--- src/rtl/rom_fetch_unit.sv ---
`default_nettype none
// ============================================================================
// rom_fetch_unit : program ROM initiator with PC, branch redirect, valid/ready
// Revision 1.0
// ============================================================================
module rom_fetch_unit #(
    parameter int ADDR_WIDTH  = 6,
    parameter int DATA_WIDTH  = 32,
    parameter int ROM_DEPTH   = 32,
    parameter int WAIT_CYCLES = 1
) (
    input  logic                  clk,
    input  logic                  reset_n,
    input  logic                  run,
    input  logic                  branch_valid,
    input  logic [ADDR_WIDTH-1:0] branch_target,
    input  logic                  instr_ready,
    output logic                  instr_valid,
    output logic [DATA_WIDTH-1:0] instr_data,
    output logic [ADDR_WIDTH-1:0] instr_pc,
    output logic                  busy,
    output logic                  fault,
    output logic                  rom_cs,
    output logic [ADDR_WIDTH-1:0] rom_address,
    input  logic [DATA_WIDTH-1:0] rom_data
);

    localparam logic [ADDR_WIDTH-1:0] LAST_ADDR = ADDR_WIDTH'(ROM_DEPTH - 1);
    localparam logic [ADDR_WIDTH:0]   DEPTH_EXT = (ADDR_WIDTH + 1)'(ROM_DEPTH);
    localparam logic [3:0]            WAIT_INIT = 4'(WAIT_CYCLES);

    typedef enum logic [1:0] {
        S_IDLE    = 2'd0,
        S_SETUP   = 2'd1,
        S_WAIT    = 2'd2,
        S_PRESENT = 2'd3
    } state_t;

    state_t                r_state;
    logic [ADDR_WIDTH-1:0] r_pc;
    logic [3:0]            r_cnt;
    logic                  w_target_ok;

    assign w_target_ok = ({1'b0, branch_target} < DEPTH_EXT);
    assign busy        = (r_state != S_IDLE);

    always_ff @(posedge clk or negedge reset_n) begin
        if (!reset_n) begin
            r_state     <= S_IDLE;
            r_pc        <= '0;
            r_cnt       <= '0;
            rom_cs      <= 1'b0;
            rom_address <= '0;
            instr_valid <= 1'b0;
            instr_data  <= '0;
            instr_pc    <= '0;
            fault       <= 1'b0;
        end else if (branch_valid) begin
            // Redirect wins over everything, including a same-cycle accept.
            rom_cs      <= 1'b0;
            instr_valid <= 1'b0;
            if (w_target_ok) begin
                r_pc    <= branch_target;
                r_state <= (run && !fault) ? S_SETUP : S_IDLE;
            end else begin
                fault   <= 1'b1;
                r_state <= S_IDLE;
            end
        end else begin
            case (r_state)
                S_IDLE: begin
                    if (run && !fault) begin
                        r_state <= S_SETUP;
                    end
                end
                S_SETUP: begin
                    rom_address <= r_pc;
                    rom_cs      <= 1'b1;
                    r_cnt       <= WAIT_INIT;
                    r_state     <= S_WAIT;
                end
                S_WAIT: begin
                    if (r_cnt != 4'd0) begin
                        r_cnt <= r_cnt - 4'd1;
                    end else begin
                        instr_data  <= rom_data;
                        instr_pc    <= rom_address;
                        instr_valid <= 1'b1;
                        rom_cs      <= 1'b0;
                        r_pc        <= (r_pc == LAST_ADDR) ? '0 : r_pc + ADDR_WIDTH'(1);
                        r_state     <= S_PRESENT;
                    end
                end
                S_PRESENT: begin
                    if (instr_valid && instr_ready) begin
                        instr_valid <= 1'b0;
                        r_state     <= run ? S_SETUP : S_IDLE;
                    end
                end
                default: r_state <= S_IDLE;
            endcase
        end
    end

endmodule
`default_nettype wire

--- config.mk ---
export PLATFORM = sky130hd
export DESIGN_NAME = rom_fetch_unit
export DESIGN_NICKNAME = d
export VERILOG_FILES = /design/src/rtl/rom_fetch_unit.sv
export SDC_FILE = /design/constraint.sdc
export NUM_CORES = 1
export LEC_CHECK = 0
export CORE_AREA = 2 2 69 88
export CTS_BUF_LIST = sky130_fd_sc_hd__clkbuf_8 sky130_fd_sc_hd__clkbuf_16
export DETAILED_ROUTE_END_ITERATION = 10
export DIE_AREA = 0 0 71 90
export PLACE_DENSITY = 0.83
export SLEW_MARGIN = 15
export SYNTH_ARGS = -nofsm -noshare
export SYNTH_HDL_FRONTEND = slang
export SYNTH_SLANG_ARGS = --single-unit
--- constraint.sdc ---
create_clock -name clk -period 4.6 [get_ports clk]
set_input_delay 0.69 -clock clk [delete_from_list [all_inputs] [get_ports clk]]
set_output_delay 0.69 -clock clk [all_outputs]
set_load 0.005 [all_outputs]
; ---- Yosys cells after proc, flatten, opt, wreduce, memory -nomap -nowiden
; Cells that the tools add are included.
[classes]
n_addsub = 2
n_eq_ne = 10
muxes = 22
reduce_logical = 18
order_cmp = 1
bitwise_logic = 3
[ops]
columns = op, count
row1 = $mux 6, 5
row2 = $reduce_and 3->1, 5
row3 = $ne 3x3->1 const B, 3
row4 = $mux 1, 8
row5 = $mux 2, 4
row6 = $pmux 2 s4, 1
row7 = $pmux 4 s2, 1
row8 = $add 6x1->6 const B, 1
row9 = $eq 6x5->1 const B, 1
row10 = $lt 6x6->1 const B, 1
row11 = $reduce_and 2->1, 3
row12 = $reduce_bool 2->1, 3
row13 = $reduce_bool 3->1, 2
row14 = $eq 2x2->1 const B, 2
row15 = $mux 4, 1
row16 = $ne 2x2->1 const B, 2
row17 = $pmux 1 s2, 2
row18 = $reduce_bool 4->1, 1
row19 = $sub 4x1->4 const B, 1
row20 = $not 1->1, 3
row21 = $eq 2x1->1 const B, 1
row22 = $logic_and 1x1->1, 2
row23 = $logic_not 2->1, 1
row24 = $ne 2x1->1 const B, 1
row25 = $logic_not 1->1, 1
[word_totals]
out_inout_bits = 48
reg_bits = 59

; ---- Depth between registers and ports, before layout
[logic_depth]
word_depth = 5
depth_mapped = 9

; ---- Worst setup path before layout
; Ideal clock, no wire load.
[synth_path]
path_kind = flip-flop to flip-flop
from = register r_cnt[0]
to = register r_pc[0]
arrival_ns = 1.735
path_slack_ns = 2.728
path_buffers = 2
period_less_slack_ns = 1.872
setup_time_ns = 0.136
path_stages_with_launch = 9
cell_sequence = dfrtp_1 > inv_1 > ha_1 > or3b_1 > buf_6 > or2_4 > buf_6 > a22oi_2 > a21oi_1
[synth_between]
elab_chain_cells = 3
[synth_rtl]
columns = element, line_no
row1 = "start, declared", 41  ; logic [3:0] r_cnt;
row2 = "start signal, assigned", 84  ; r_cnt <= r_cnt - 4'd1;
row3 = $reduce_bool 4->1, 83  ; if (r_cnt != 4'd0) begin
row4 = $ne 2x2->1 (no line), --
row5 = $reduce_and 3->1 (no line), --
row6 = "end signal, assigned", 63  ; r_pc <= branch_target;
row7 = "end signal, assigned", 90  ; r_pc <= (r_pc == LAST_ADDR) ? '0 : r_pc + ADDR_WIDTH'(1);
row8 = "end, declared", 40  ; logic [ADDR_WIDTH-1:0] r_pc;
; Every way passes these cells.
; A chain may end at the register's enable or synchronous reset.

; ---- Final worst setup path
[layout_path]
from = input port branch_valid
to = register r_pc[2]
[layout_between]
elab_chain_cells = 2
[layout_rtl]
columns = element, line_no
row1 = "start, declared", 15  ; input logic branch_valid,
row2 = "$ne 2x1->1 (no line), or another cell as far along", --
row3 = $reduce_and 3->1 (no line), --
; Several ways; a longest one is shown, not always the timed one.

==> impl_metrics.tcl <==
set metrics [dict create \
    setup_viol 0 \
    avgSynthCellArea_um2 9.29 \
    netlist_area_mm2 0.00261 \
    reg2reg_depth 6 \
    crit_fanout 42 \
    cts-root-buf "clkbuf_8" \
    yosysMostFrequentCell "nand2_1" \
    p_sw_uw 571 \
    slowest_stage "clkdlybuf4s50_1" \
    fmax_mhz 377 \
    worst_slew_margin_rel_pct 39.4 \
    io_buffers 90 \
    setup_tns_ns 0 \
    cts_inserted_buffers 9 \
    final_antenna_net_count 0 \
    antenna_found_initial 0 \
    critical_path.top_delay_family "simple AND/OR/NAND/NOR gates" \
    synth_common_cells "nand2_1 (122), dfrtp_1 (59), inv_1 (9)" \
    first_pass_iters 4 \
    cp_cell_sequence "clkdlybuf4s50_1 -> nand2b_1 -> nor2_4 -> a221oi_1 -> nor3_1" \
    drt-vias-per-instance 5.05 \
    min_path_cells 2 \
    power_frac_clock_pct 24.5 \
    fp.dieH_um 90 \
    clkTransAtPathRegs_ns 0.07 \
    place.gp.congestion 0.817 \
    h-tree-depth 3 \
    drt-met1-wl_mm 2.39 \
    power_density_mw_per_mm2 518 \
    yosysWarnings 0 \
    syn-instance-count 281 \
    clock_sinks 59 \
    syn_nets 330 \
    grt_pass1_vias 2155 \
    highest_layer "met4" \
    synth_top_area_cell "dfrtp_1" \
    seq_area_frac_synth_pct 56.6 \
    vdd_drop_max_mv 0.250 \
    p_leak_nw 1.81 \
    yosys-top-cells-area "dfrtp_1 (57%), nand2_1 (18%), ha_1 (2.9%)" \
    grt_overflow 0 \
    period_minus_slack_ns 2.65 \
    swShare_pct 29.6 \
    area_growth_pct 42.8 \
    drc 0 \
    async_reset_ff_share_pct 100 \
    start_util_pct 46.4 \
    synth_ff_type "dfrtp_1" \
    die_w_um 71 \
    hold_class "flop to flop" \
    power_frac_comb_pct 34.5 \
    hold_ws_ns 0.470 \
    dieArea_mm2 0.00639 \
    maxCapViolations 0 \
    grt_pass1_wl_mm 10.1 \
    post_cts_resized 0 \
    ys_types 40 \
    slowest_delay_ns 0.74 \
    finalMaxSlewViolations 0 \
    cp.arrival_ns 2.89 \
    diodes 0 \
    status "finished clean" \
    postCtsSetupBuffers 0 \
    yosysTopAreaCellShare_pct 56.6 \
    finalClockSkew_ns 0.00617 \
    fin_crit_sh_pct 57.7 \
    cts_tree "built" \
    cp_num_buf_inv 1 \
    yosys_register_bits 59 \
    cts_hold_buf 0 \
    track_usage_pct 19.8 \
    wl_per_cell_um 13.3 \
    route.met2.wl_mm 3.05 \
    drtIter0Drc 134 \
    final-hold-violation-count 0 \
    worst-path-stages 5 \
    via_count 2226 \
    grt_max_degree 60 \
    worstMarginPinSlew_ns 0.906 \
    worstSkewPairLatency_ns 0.33 \
    layout-drive-gt1-share_pct 6.93 \
    clockBufferDepth 2 \
    coreArea_mm2 0.00562 \
    fin_nets 419 \
    num_io_pins 91 \
    path_class "input pin to flop" \
    pwr-share-seq_pct 41.1 \
    met3WireLength_um 271 \
    crit_required_ns 4.84 \
    wl_mm 5.85 \
    fill_cells 467 \
    dp_hpwl_mm 4.10 \
    core.rowCount 31 \
    rsz0062_at_grt "false" \
    end_kind "flop" \
    synth_enable_flop_cells 0 \
    timing.critical_path.from_type "input pin" \
    power.internal_mw 1.36 \
]
==> worst reg2reg max path, stage by stage, from the launching register on <==
cell and delay (ns):
dfrtp_1 0.41, inv_1 0.09, ha_1 0.18, or3b_1 0.54, nor2_4 0.76, a221oi_1 0.18, nor3_1 0.17
==> layout make-up <==
cell class | instances | area [um^2] | area share [%]
flip-flops and latches | 59 | 1480 | 39.6
multi-input cells | 200 | 1030 | 27.5
repair buffers | 91 | 903 | 24.2
clock buffers | 11 | 151 | 4.06
well taps | 66 | 82.6 | 2.22
clock inverters | 5 | 52.6 | 1.41
inverters | 9 | 33.8 | 0.907
==> registers in the layout, indices dropped and copies added, names as in the netlist <==
name and flops:
instr_valid 1, instr_data 32, r_state 2, r_cnt 4, rom_address 6, r_pc 6
fault 1, instr_pc 6, rom_cs 1
==> power by group through the flow <==
stage	logic (mW)	clock network [mW]	registers (mW)
after floorplan	0.284	0	0.798
after global placement	0.649	0	0.794
after detailed placement	0.672	0	0.801
after CTS	0.676	0.484	0.793
after global routing	0.742	0.518	0.817
final	0.665	0.472	0.792
==> final timing paths <==
| kind | from | end | slack [ns] |
|---|---|---|---|
| worst max-delay path | branch_valid | r_pc[2]$_DFFE_PN0P_ | 1.95 |
| worst min-delay path | instr_data[30]$_DFFE_PN0P_ | instr_data[30]$_DFFE_PN0P_ | 0.47 |
| worst max register to register | r_cnt[0]$_DFFE_PN0P_ | r_pc[2]$_DFFE_PN0P_ | 2.18 |
| worst min register to register | instr_data[30]$_DFFE_PN0P_ | instr_data[30]$_DFFE_PN0P_ | 0.47 |
| max in group asynchronous | reset_n | r_cnt[2]$_DFFE_PN0P_ | 3.61 |
| min in group asynchronous | reset_n | instr_data[7]$_DFFE_PN0P_ | 0.50 |
==> logic make-up (layout without fill, tap and decap cells) <==
kind of cell	after synthesis	after routing	synth area share [%]
flip-flops	59	59	56.6
AO/OA/AOI/OAI	35	35	9.11
buffers and inverters	22	116	4.12
multiplexers	6	6	2.44
AND/OR/NAND/NOR	153	153	24.9
adder cells (fa/ha/maj)	6	6	2.88
==> routing by layer <==
metal / track usage (%) / vias up
li1: - / 1088
met1: 24.5 / 1059
met2: 33.1 / 66
met3: 3.14 / 13
met4: 9.91 / 0
met5: 0 / -
==> layout by cell type (no fill, tap or decap), types with 3 or more instances in the layout <==
master / count
o21ai_0: 8
nand2_1: 122
ha_1: 6
a21oi_1: 8
clkdlybuf4s50_1: 89
clkbuf_8: 11
mux2i_1: 3
dfrtp_1: 59
nand2b_1: 6
a31oi_1: 3
mux2_2: 3
nor2_1: 8
inv_1: 10
==> stage by stage <==
stage / area, um^2 / cells / utilization (%) / setup WS, ns / total power [mW]
floorplan: 2610 / 281 / - / 2.73 / 1.08
global placement: 3520 / 425 / 62.6 / 1.61 / 1.44
detailed placement: 3520 / 425 / 62.6 / 1.58 / 1.47
CTS: 3730 / 441 / 66.3 / 1.93 / 1.95
global route: 3730 / 441 / 66.3 / 1.73 / 2.08
finish: 3730 / 441 / 66.3 / 1.95 / 1.93
Power figures use the tool's default switching activity.
